## config.mk

```make
export PLATFORM = sky130hd
export DESIGN_NAME = mips32_multi_cycle_control_flat
export DESIGN_NICKNAME = d
export VERILOG_FILES = /design/src/rtl/mips32_pkg.sv /design/src/rtl/mips32_multi_cycle_control_if.sv /design/src/rtl/mips32_ctrl_decode.sv /design/src/rtl/mips32_multi_cycle_control.sv /design/src/flat_wrapper.sv
export SDC_FILE = /design/constraint.sdc
export NUM_CORES = 1
export LEC_CHECK = 0
export ABC_AREA = 1
export BUFFER_PORTS_ARGS = -buffer_cell sky130_fd_sc_hd__buf_2
export CAP_MARGIN = 25
export CELL_PAD_IN_SITES_DETAIL_PLACEMENT = 1
export CELL_PAD_IN_SITES_GLOBAL_PLACEMENT = 2
export CORE_MARGIN = 10
export CORE_UTILIZATION = 25
export CTS_BUF_LIST = sky130_fd_sc_hd__clkbuf_4 sky130_fd_sc_hd__clkbuf_8 sky130_fd_sc_hd__clkbuf_16
export DETAILED_ROUTE_END_ITERATION = 7
export PLACE_DENSITY_LB_ADDON = 0.3
export SETUP_SLACK_MARGIN = 0.05
export SYNTH_ARGS = -nofsm -noshare
export SYNTH_HDL_FRONTEND = slang
export SYNTH_SLANG_ARGS = --single-unit
```

## constraint.sdc

```tcl
create_clock -name clk -period 1.8 [get_ports clk]
set_clock_uncertainty 0.1 [all_clocks]
set_input_delay 0.27 -clock clk [delete_from_list [all_inputs] [get_ports clk]]
set_output_delay 0.27 -clock clk [all_outputs]
set_load 0.05 [all_outputs]
```

## src/rtl/mips32_pkg.sv

```systemverilog
// Shared definitions for the multi-cycle MIPS32 control path: state codes,
// opcodes, ALU/mux encodings and the bundled control-word type.
package mips32_pkg;

    typedef enum logic [3:0] {
        FETCH  = 4'd0,
        DECODE = 4'd1,
        MEMADR = 4'd2,
        MEMRD  = 4'd3,
        MEMWB  = 4'd4,
        MEMWR  = 4'd5,
        RTYPE  = 4'd6,
        RWB    = 4'd7,
        BRANCH = 4'd8,
        JUMP   = 4'd9,
        IEXEC  = 4'd10,
        IWB    = 4'd11
    } state_t;

    localparam logic [5:0] OP_RTYPE = 6'b000000;
    localparam logic [5:0] OP_LW    = 6'b100011;
    localparam logic [5:0] OP_SW    = 6'b101011;
    localparam logic [5:0] OP_BEQ   = 6'b000100;
    localparam logic [5:0] OP_BNE   = 6'b000101;
    localparam logic [5:0] OP_J     = 6'b000010;
    localparam logic [5:0] OP_ADDI  = 6'b001000;
    localparam logic [5:0] OP_ANDI  = 6'b001100;
    localparam logic [5:0] OP_ORI   = 6'b001101;
    localparam logic [5:0] OP_SLTI  = 6'b001010;

    localparam logic [2:0] ALU_ADD   = 3'b000;
    localparam logic [2:0] ALU_SUB   = 3'b001;
    localparam logic [2:0] ALU_RTYPE = 3'b010;
    localparam logic [2:0] ALU_AND   = 3'b011;
    localparam logic [2:0] ALU_OR    = 3'b100;
    localparam logic [2:0] ALU_SLT   = 3'b101;

    localparam logic [1:0] SRCB_B       = 2'b00;
    localparam logic [1:0] SRCB_FOUR    = 2'b01;
    localparam logic [1:0] SRCB_IMM     = 2'b10;
    localparam logic [1:0] SRCB_IMM_SH2 = 2'b11;

    localparam logic [1:0] PCSRC_ALU    = 2'b00;
    localparam logic [1:0] PCSRC_ALUOUT = 2'b01;
    localparam logic [1:0] PCSRC_JUMP   = 2'b10;

    typedef struct packed {
        logic       pc_en;
        logic       iord;
        logic       mem_read;
        logic       mem_write;
        logic       ir_write;
        logic       reg_dst;
        logic       mem_to_reg;
        logic       reg_write;
        logic       alu_src_a;
        logic [1:0] alu_src_b;
        logic [2:0] alu_op;
        logic [1:0] pc_source;
        logic       instr_done;
        logic       illegal_op;
    } ctrl_t;

    function automatic logic is_legal_op(input logic [5:0] op);
        return op inside {OP_RTYPE, OP_LW, OP_SW, OP_BEQ, OP_BNE, OP_J,
                          OP_ADDI, OP_ANDI, OP_ORI, OP_SLTI};
    endfunction

endpackage

```

## src/rtl/mips32_multi_cycle_control_if.sv

```systemverilog
// Control-path bundle between the main FSM (master) and the datapath (slave).
interface mips32_multi_cycle_control_if #(
    parameter int CNT_W = 32
);
    logic [5:0]       opcode;
    logic [5:0]       funct;
    logic             zero;
    logic             pc_en;
    logic             iord;
    logic             mem_read;
    logic             mem_write;
    logic             ir_write;
    logic             reg_dst;
    logic             mem_to_reg;
    logic             reg_write;
    logic             alu_src_a;
    logic [1:0]       alu_src_b;
    logic [2:0]       alu_op;
    logic [1:0]       pc_source;
    logic [3:0]       state;
    logic             instr_done;
    logic             illegal_op;
    logic [CNT_W-1:0] retired;

    modport master (
        input  opcode, funct, zero,
        output pc_en, iord, mem_read, mem_write, ir_write, reg_dst, mem_to_reg,
               reg_write, alu_src_a, alu_src_b, alu_op, pc_source, state,
               instr_done, illegal_op, retired
    );

    modport slave (
        output opcode, funct, zero,
        input  pc_en, iord, mem_read, mem_write, ir_write, reg_dst, mem_to_reg,
               reg_write, alu_src_a, alu_src_b, alu_op, pc_source, state,
               instr_done, illegal_op, retired
    );
endinterface

```

## src/rtl/mips32_ctrl_decode.sv

```systemverilog
// Pure combinational decode of (state, opcode, zero) into the datapath control word.
module mips32_ctrl_decode
    import mips32_pkg::*;
(
    input  state_t     i_state,
    input  logic [5:0] i_opcode,
    input  logic       i_zero,
    output ctrl_t      o_ctrl
);

    always_comb begin
        // NOTE: zero every field before the case so no path leaves a field unassigned (no latch).
        o_ctrl = '0;
        unique case (i_state)
            FETCH: begin
                o_ctrl.mem_read  = 1'b1;
                o_ctrl.ir_write  = 1'b1;
                o_ctrl.alu_src_b = SRCB_FOUR;
                o_ctrl.alu_op    = ALU_ADD;
                o_ctrl.pc_source = PCSRC_ALU;
                o_ctrl.pc_en     = 1'b1;
            end
            DECODE: begin
                o_ctrl.alu_src_b = SRCB_IMM_SH2;
                o_ctrl.alu_op    = ALU_ADD;
                if (!is_legal_op(i_opcode)) begin
                    o_ctrl.illegal_op = 1'b1;
                    o_ctrl.instr_done = 1'b1;
                end
            end
            MEMADR: begin
                o_ctrl.alu_src_a = 1'b1;
                o_ctrl.alu_src_b = SRCB_IMM;
                o_ctrl.alu_op    = ALU_ADD;
            end
            MEMRD: begin
                o_ctrl.iord     = 1'b1;
                o_ctrl.mem_read = 1'b1;
            end
            MEMWB: begin
                o_ctrl.reg_write  = 1'b1;
                o_ctrl.mem_to_reg = 1'b1;
                o_ctrl.instr_done = 1'b1;
            end
            MEMWR: begin
                o_ctrl.iord       = 1'b1;
                o_ctrl.mem_write  = 1'b1;
                o_ctrl.instr_done = 1'b1;
            end
            RTYPE: begin
                o_ctrl.alu_src_a = 1'b1;
                o_ctrl.alu_src_b = SRCB_B;
                o_ctrl.alu_op    = ALU_RTYPE;
            end
            RWB: begin
                o_ctrl.reg_write  = 1'b1;
                o_ctrl.reg_dst    = 1'b1;
                o_ctrl.instr_done = 1'b1;
            end
            BRANCH: begin
                // Compare A-B through the ALU; the target was precomputed into ALUOut in DECODE.
                o_ctrl.alu_src_a  = 1'b1;
                o_ctrl.alu_src_b  = SRCB_B;
                o_ctrl.alu_op     = ALU_SUB;
                o_ctrl.pc_source  = PCSRC_ALUOUT;
                o_ctrl.instr_done = 1'b1;
                o_ctrl.pc_en      = (i_opcode == OP_BNE) ? ~i_zero : i_zero;
            end
            JUMP: begin
                o_ctrl.pc_source  = PCSRC_JUMP;
                o_ctrl.pc_en      = 1'b1;
                o_ctrl.instr_done = 1'b1;
            end
            IEXEC: begin
                o_ctrl.alu_src_a = 1'b1;
                o_ctrl.alu_src_b = SRCB_IMM;
                case (i_opcode)
                    OP_ANDI: o_ctrl.alu_op = ALU_AND;
                    OP_ORI:  o_ctrl.alu_op = ALU_OR;
                    OP_SLTI: o_ctrl.alu_op = ALU_SLT;
                    default: o_ctrl.alu_op = ALU_ADD;
                endcase
            end
            IWB: begin
                o_ctrl.reg_write  = 1'b1;
                o_ctrl.instr_done = 1'b1;
            end
            default: o_ctrl = '0;
        endcase
    end

endmodule

```

## src/rtl/mips32_multi_cycle_control.sv

```systemverilog
// Main multi-cycle MIPS32 control FSM: state register, next-state logic and
// retired-instruction counter; output decode lives in mips32_ctrl_decode.
module mips32_multi_cycle_control
    import mips32_pkg::*;
#(
    parameter int CNT_W = 32
) (
    input logic                          clk,
    input logic                          reset,
    mips32_multi_cycle_control_if.master bus
);

    state_t           r_state;
    state_t           w_next_state;
    ctrl_t            w_ctrl;
    logic             w_instr_done;
    logic [CNT_W-1:0] r_retired;

    always_ff @(posedge clk or posedge reset) begin
        // NOTE: sequential state uses non-blocking assignments so all flops update together.
        if (reset) r_state <= FETCH;
        else       r_state <= w_next_state;
    end

    always_comb begin
        w_next_state = FETCH;
        unique case (r_state)
            FETCH: w_next_state = DECODE;
            DECODE: begin
                case (bus.opcode)
                    OP_LW, OP_SW:                      w_next_state = MEMADR;
                    OP_RTYPE:                          w_next_state = RTYPE;
                    OP_BEQ, OP_BNE:                    w_next_state = BRANCH;
                    OP_J:                              w_next_state = JUMP;
                    OP_ADDI, OP_ANDI, OP_ORI, OP_SLTI: w_next_state = IEXEC;
                    default:                           w_next_state = FETCH;
                endcase
            end
            MEMADR:  w_next_state = (bus.opcode == OP_LW) ? MEMRD : MEMWR;
            MEMRD:   w_next_state = MEMWB;
            RTYPE:   w_next_state = RWB;
            IEXEC:   w_next_state = IWB;
            default: w_next_state = FETCH;
        endcase
    end

    mips32_ctrl_decode u_decode (
        .i_state  (r_state),
        .i_opcode (bus.opcode),
        .i_zero   (bus.zero),
        .o_ctrl   (w_ctrl)
    );

    // Reset holds FETCH but must not load PC/IR or touch memory while asserted.
    assign w_instr_done   = w_ctrl.instr_done & ~reset;
    assign bus.pc_en      = w_ctrl.pc_en & ~reset;
    assign bus.ir_write   = w_ctrl.ir_write & ~reset;
    assign bus.mem_read   = w_ctrl.mem_read & ~reset;
    assign bus.instr_done = w_instr_done;
    assign bus.iord       = w_ctrl.iord;
    assign bus.mem_write  = w_ctrl.mem_write;
    assign bus.reg_dst    = w_ctrl.reg_dst;
    assign bus.mem_to_reg = w_ctrl.mem_to_reg;
    assign bus.reg_write  = w_ctrl.reg_write;
    assign bus.alu_src_a  = w_ctrl.alu_src_a;
    assign bus.alu_src_b  = w_ctrl.alu_src_b;
    assign bus.alu_op     = w_ctrl.alu_op;
    assign bus.pc_source  = w_ctrl.pc_source;
    assign bus.illegal_op = w_ctrl.illegal_op;
    assign bus.state      = r_state;
    assign bus.retired    = r_retired;

    always_ff @(posedge clk or posedge reset) begin
        if (reset)             r_retired <= '0;
        else if (w_instr_done) r_retired <= r_retired + CNT_W'(1);
    end

endmodule

```

## src/flat_wrapper.sv

```systemverilog
// flat-port wrapper written by rule: the top's interface ports become plain ports
module mips32_multi_cycle_control_flat import mips32_pkg::*;
#(
    parameter int CNT_W = 32
)
  (clk, reset, bus_opcode, bus_funct, bus_zero, bus_pc_en, bus_iord, bus_mem_read, bus_mem_write, bus_ir_write, bus_reg_dst, bus_mem_to_reg, bus_reg_write, bus_alu_src_a, bus_alu_src_b, bus_alu_op, bus_pc_source, bus_state, bus_instr_done, bus_illegal_op, bus_retired);
  mips32_multi_cycle_control_if #(.CNT_W(CNT_W)) bus_i ();
  input logic clk;
  input logic reset;
  input wire logic [$bits(bus_i.opcode)-1:0] bus_opcode;
  input wire logic [$bits(bus_i.funct)-1:0] bus_funct;
  input wire logic [$bits(bus_i.zero)-1:0] bus_zero;
  output wire logic [$bits(bus_i.pc_en)-1:0] bus_pc_en;
  output wire logic [$bits(bus_i.iord)-1:0] bus_iord;
  output wire logic [$bits(bus_i.mem_read)-1:0] bus_mem_read;
  output wire logic [$bits(bus_i.mem_write)-1:0] bus_mem_write;
  output wire logic [$bits(bus_i.ir_write)-1:0] bus_ir_write;
  output wire logic [$bits(bus_i.reg_dst)-1:0] bus_reg_dst;
  output wire logic [$bits(bus_i.mem_to_reg)-1:0] bus_mem_to_reg;
  output wire logic [$bits(bus_i.reg_write)-1:0] bus_reg_write;
  output wire logic [$bits(bus_i.alu_src_a)-1:0] bus_alu_src_a;
  output wire logic [$bits(bus_i.alu_src_b)-1:0] bus_alu_src_b;
  output wire logic [$bits(bus_i.alu_op)-1:0] bus_alu_op;
  output wire logic [$bits(bus_i.pc_source)-1:0] bus_pc_source;
  output wire logic [$bits(bus_i.state)-1:0] bus_state;
  output wire logic [$bits(bus_i.instr_done)-1:0] bus_instr_done;
  output wire logic [$bits(bus_i.illegal_op)-1:0] bus_illegal_op;
  output wire logic [$bits(bus_i.retired)-1:0] bus_retired;
  assign bus_i.opcode = bus_opcode;
  assign bus_i.funct = bus_funct;
  assign bus_i.zero = bus_zero;
  assign bus_pc_en = bus_i.pc_en;
  assign bus_iord = bus_i.iord;
  assign bus_mem_read = bus_i.mem_read;
  assign bus_mem_write = bus_i.mem_write;
  assign bus_ir_write = bus_i.ir_write;
  assign bus_reg_dst = bus_i.reg_dst;
  assign bus_mem_to_reg = bus_i.mem_to_reg;
  assign bus_reg_write = bus_i.reg_write;
  assign bus_alu_src_a = bus_i.alu_src_a;
  assign bus_alu_src_b = bus_i.alu_src_b;
  assign bus_alu_op = bus_i.alu_op;
  assign bus_pc_source = bus_i.pc_source;
  assign bus_state = bus_i.state;
  assign bus_instr_done = bus_i.instr_done;
  assign bus_illegal_op = bus_i.illegal_op;
  assign bus_retired = bus_i.retired;
  mips32_multi_cycle_control #(.CNT_W(CNT_W)) u_core (.clk(clk), .reset(reset), .bus(bus_i));
endmodule
```

==> results.txt <==
run status -> finished with violations
failing checks -> setup timing
Mean Syn Cell Area -> 6.06 sq um
GPL Wtd Cong -> 0.821
maxcap violations -> 0
Starting DRT DRC Count -> 145
maximum clock frequency -> 0.507 GHz
clk slew on worst S/H paths -> 80 ps
die area -> 15500 sq um
leading cell type in the layout, fill and taps excluded -> nand2_1
Worst slew margin -> 65.7%
gr usage total -> 13.3%
fin area -> 4170 sq um
slowest stage delay, CP -> 390 ps
vias in the first global route -> 3447
share of cells above drive strength 1 -> 32.5%
# rows -> 38
vias -> 3199
met2 WL post-DR -> 5670 um
wire per inst -> 15.7 um
CP max stage cell -> dfrtp_2
Seq/Total Area, Yosys -> 33.1%
WP buf/inv -> 6
P&R area growth vs syn -> 53.2%
final slew viol count -> 0
DRT Wirelength -> 11000 um
clock network fraction of design power -> 15.7%
Hold WS -> 80.0 ps
Least-Margin Pin Slew -> 509 ps
initial antenna violation count -> 0
crit start category -> flop
Final Hold Violating Endpoints -> 0
top-level port count -> 69
Cell Area, Synth -> 2720 sq um
fin nets -> 575
Data arrival, critical path -> 1600 ps
post-route minimum period -> 1970 ps
Crit Path Max Fanout -> 4
cell mode on critical path -> nand2_4
Overflow after GRT -> 0
Die H -> 124 um
worst path cell trace -> inv_4 > buf_12 > nand2_8 > inv_2 > o21ai_2 > buf_4 > nand2_4 > nand2_4 > clkinvlp_4 > buf_8
WS Path Type -> reg2out
n_diodes -> 0
Clock Path Buffers -> 2
antenna-violating nets left -> 0
CORE AREA -> 10700 sq um
Worst Reg-to-Reg Cells -> 13
Yosys Warn Count -> 0
wire length on met1 -> 4650 um
final setup margin -> -174 ps
initial core utilization -> 25.3%
peak supply drop -> 704 uV
Crit. End Element -> output port
HP Class -> in2async
Switching Share -> 46.2%
endpoints failing setup -> 44
first-pass GRT wire length -> 17400 um
DP Wirelength -> 8070 um
Synth cell types -> 21
drc violations -> 0
Sink Count -> 36
Crit path depth -> 10
switching pwr -> 1.99 mW
Combinational Power Share -> 60.9%
crit share post-route -> 110%
Root Driver -> clkbuf_8
Yosys reg bits -> 36
Top delay family on crit path -> buffers and inverters
top layer in use -> met4
Initial DRT Pass Iterations -> 4
most frequent cells in the layout -> 173 x nand2_1, 62 x nor2_1, 54 x nand3_1
met3 WL post-DR -> 567 um
H-tree levels -> 2
Num CTS Buffers -> 5
Pwr Density -> 1030 nW/um^2
port buffer count -> 62
CTS tree -> done
Mapped Cells -> 449
Post-Syn Nets -> 465
Power Internal -> 2.31 mW
Avg Vias per Cell -> 4.57
Worst Path Required -> 1430 ps
Die X -> 124 um
Pleak -> 2.07 nW
Clock Latency Late Sink -> 300 ps
Flop pwr share -> 23.4%
RSZ-0062 raised after global routing -> yes
largest net degree at the start of global routing -> 65
Cell Area, Placed -> 3480 sq um
Post-Place Worst Slack -> -84.2 ps
==> worst paths after layout <==
kind	start	end	slack [ps]
max	u_core.bus.state[2]	bus_instr_done	-170
min	reset	u_core.bus.retired[12]	80
max reg2reg	u_core.bus.state[1]	u_core.bus.retired[19]	-50
min reg2reg	u_core.bus.retired[31]	u_core.bus.retired[31]	430
max in group asynchronous	reset	u_core.bus.state[3]	910
min in group clk	bus_opcode[3]	u_core.bus.state[2]	220
==> stage by stage <==
step / power [mW] / instances / utilization (%) / setup TNS (ps)
after detailed placement: 2.83 / 671 / 32.4 / -964
after global placement: 2.78 / 671 / 32.4 / -80.4
after global routing: 4.55 / 700 / 38.8 / -6890
after CTS: 3.93 / 688 / 36.4 / -1410
final: 4.30 / 700 / 38.8 / -2090
after floorplan: 2.30 / 449 / - / -1290
==> cell type report <==
type	instances	area (sq um)
inverters	49	206
repair buffers	112	988
fillers	1396	6580
well taps	140	175
flip-flops and latches	36	912
multi-input cells	355	1790
clock buffers	8	97.6
==> power by group through the flow <==
stage	Combinational [mW]	Clock, mW	Sequential [mW]
5_1_grt	2.79	0.735	1.02
2_1_floorplan	1.08	0	1.22
3_3_place_gp	1.78	0	1.00
6_report	2.62	0.676	1.00
4_1_cts	2.26	0.688	0.989
3_5_place_dp	1.82	0	1.01
==> repair_timing <==
item | in CTS | in global routing
resized for setup | 77 | 34
pin swaps | 12 | 15
buffers inserted | 8 | 9
hold endpoints to repair | 4 | 0
cloned | 0 | 4
endpoints found under the setup margin | 50 | 50
hold buffers | 1 | 0
==> cell families (layout without fill, tap and decap cells) <==
logic type / after synthesis / after routing / share of synthesized area (%)
buffers and inverters: 58 / 169 / 9.25
flip-flops: 36 / 36 / 33.1
adder cells (fa/ha/maj): 1 / 1 / 0.460
XOR/XNOR: 15 / 15 / 4.83
AND/OR/NAND/NOR: 324 / 324 / 49.3
AO/OA/AOI/OAI: 15 / 15 / 3.08
==> flip-flops by register name, summed over array words and instances, names as in the netlist <==
name,count
u_core.bus.state,4
u_core.bus.retired,32
==> cells in the mapped netlist (all sizes together) <==
master   number  area share, %
nand2       187             26
nor2         79             12
nand3        55             10
inv          48            6.6
dfrtp        36             33
xor2         11            3.5
o21ai         9            1.7
buf           6            2.1
xnor2         4            1.3
a21oi         3           0.55
clkbuf        3           0.41
nand4         3           0.69
o211ai        2           0.55
clkinv        1           0.14
ha            1           0.46
o2111ai       1           0.32
==> metal layers <==
| metal | up-vias | GRT usage (%) |
|---|---|---|
| li1 | 1608 | - |
| met1 | 1534 | 14.8 |
| met2 | 51 | 24.6 |
| met3 | 6 | 3.83 |
| met4 | 0 | 2.67 |
| met5 | - | 0 |
==> worst reg2reg max path, cell delays in order (launching register included) <==
cell	delay, ps
dfrtp_2	430
inv_4	80
nand2_4	60
nor2_4	130
nand2_2	60
nor2_2	110
nand2_2	80
nand2_4	80
nand2_4	70
buf_4	150
buf_12	140
clkbuf_16	160
nand2_1	60
nand2_1	50
Note: power is estimated with default switching activity, not from simulation.
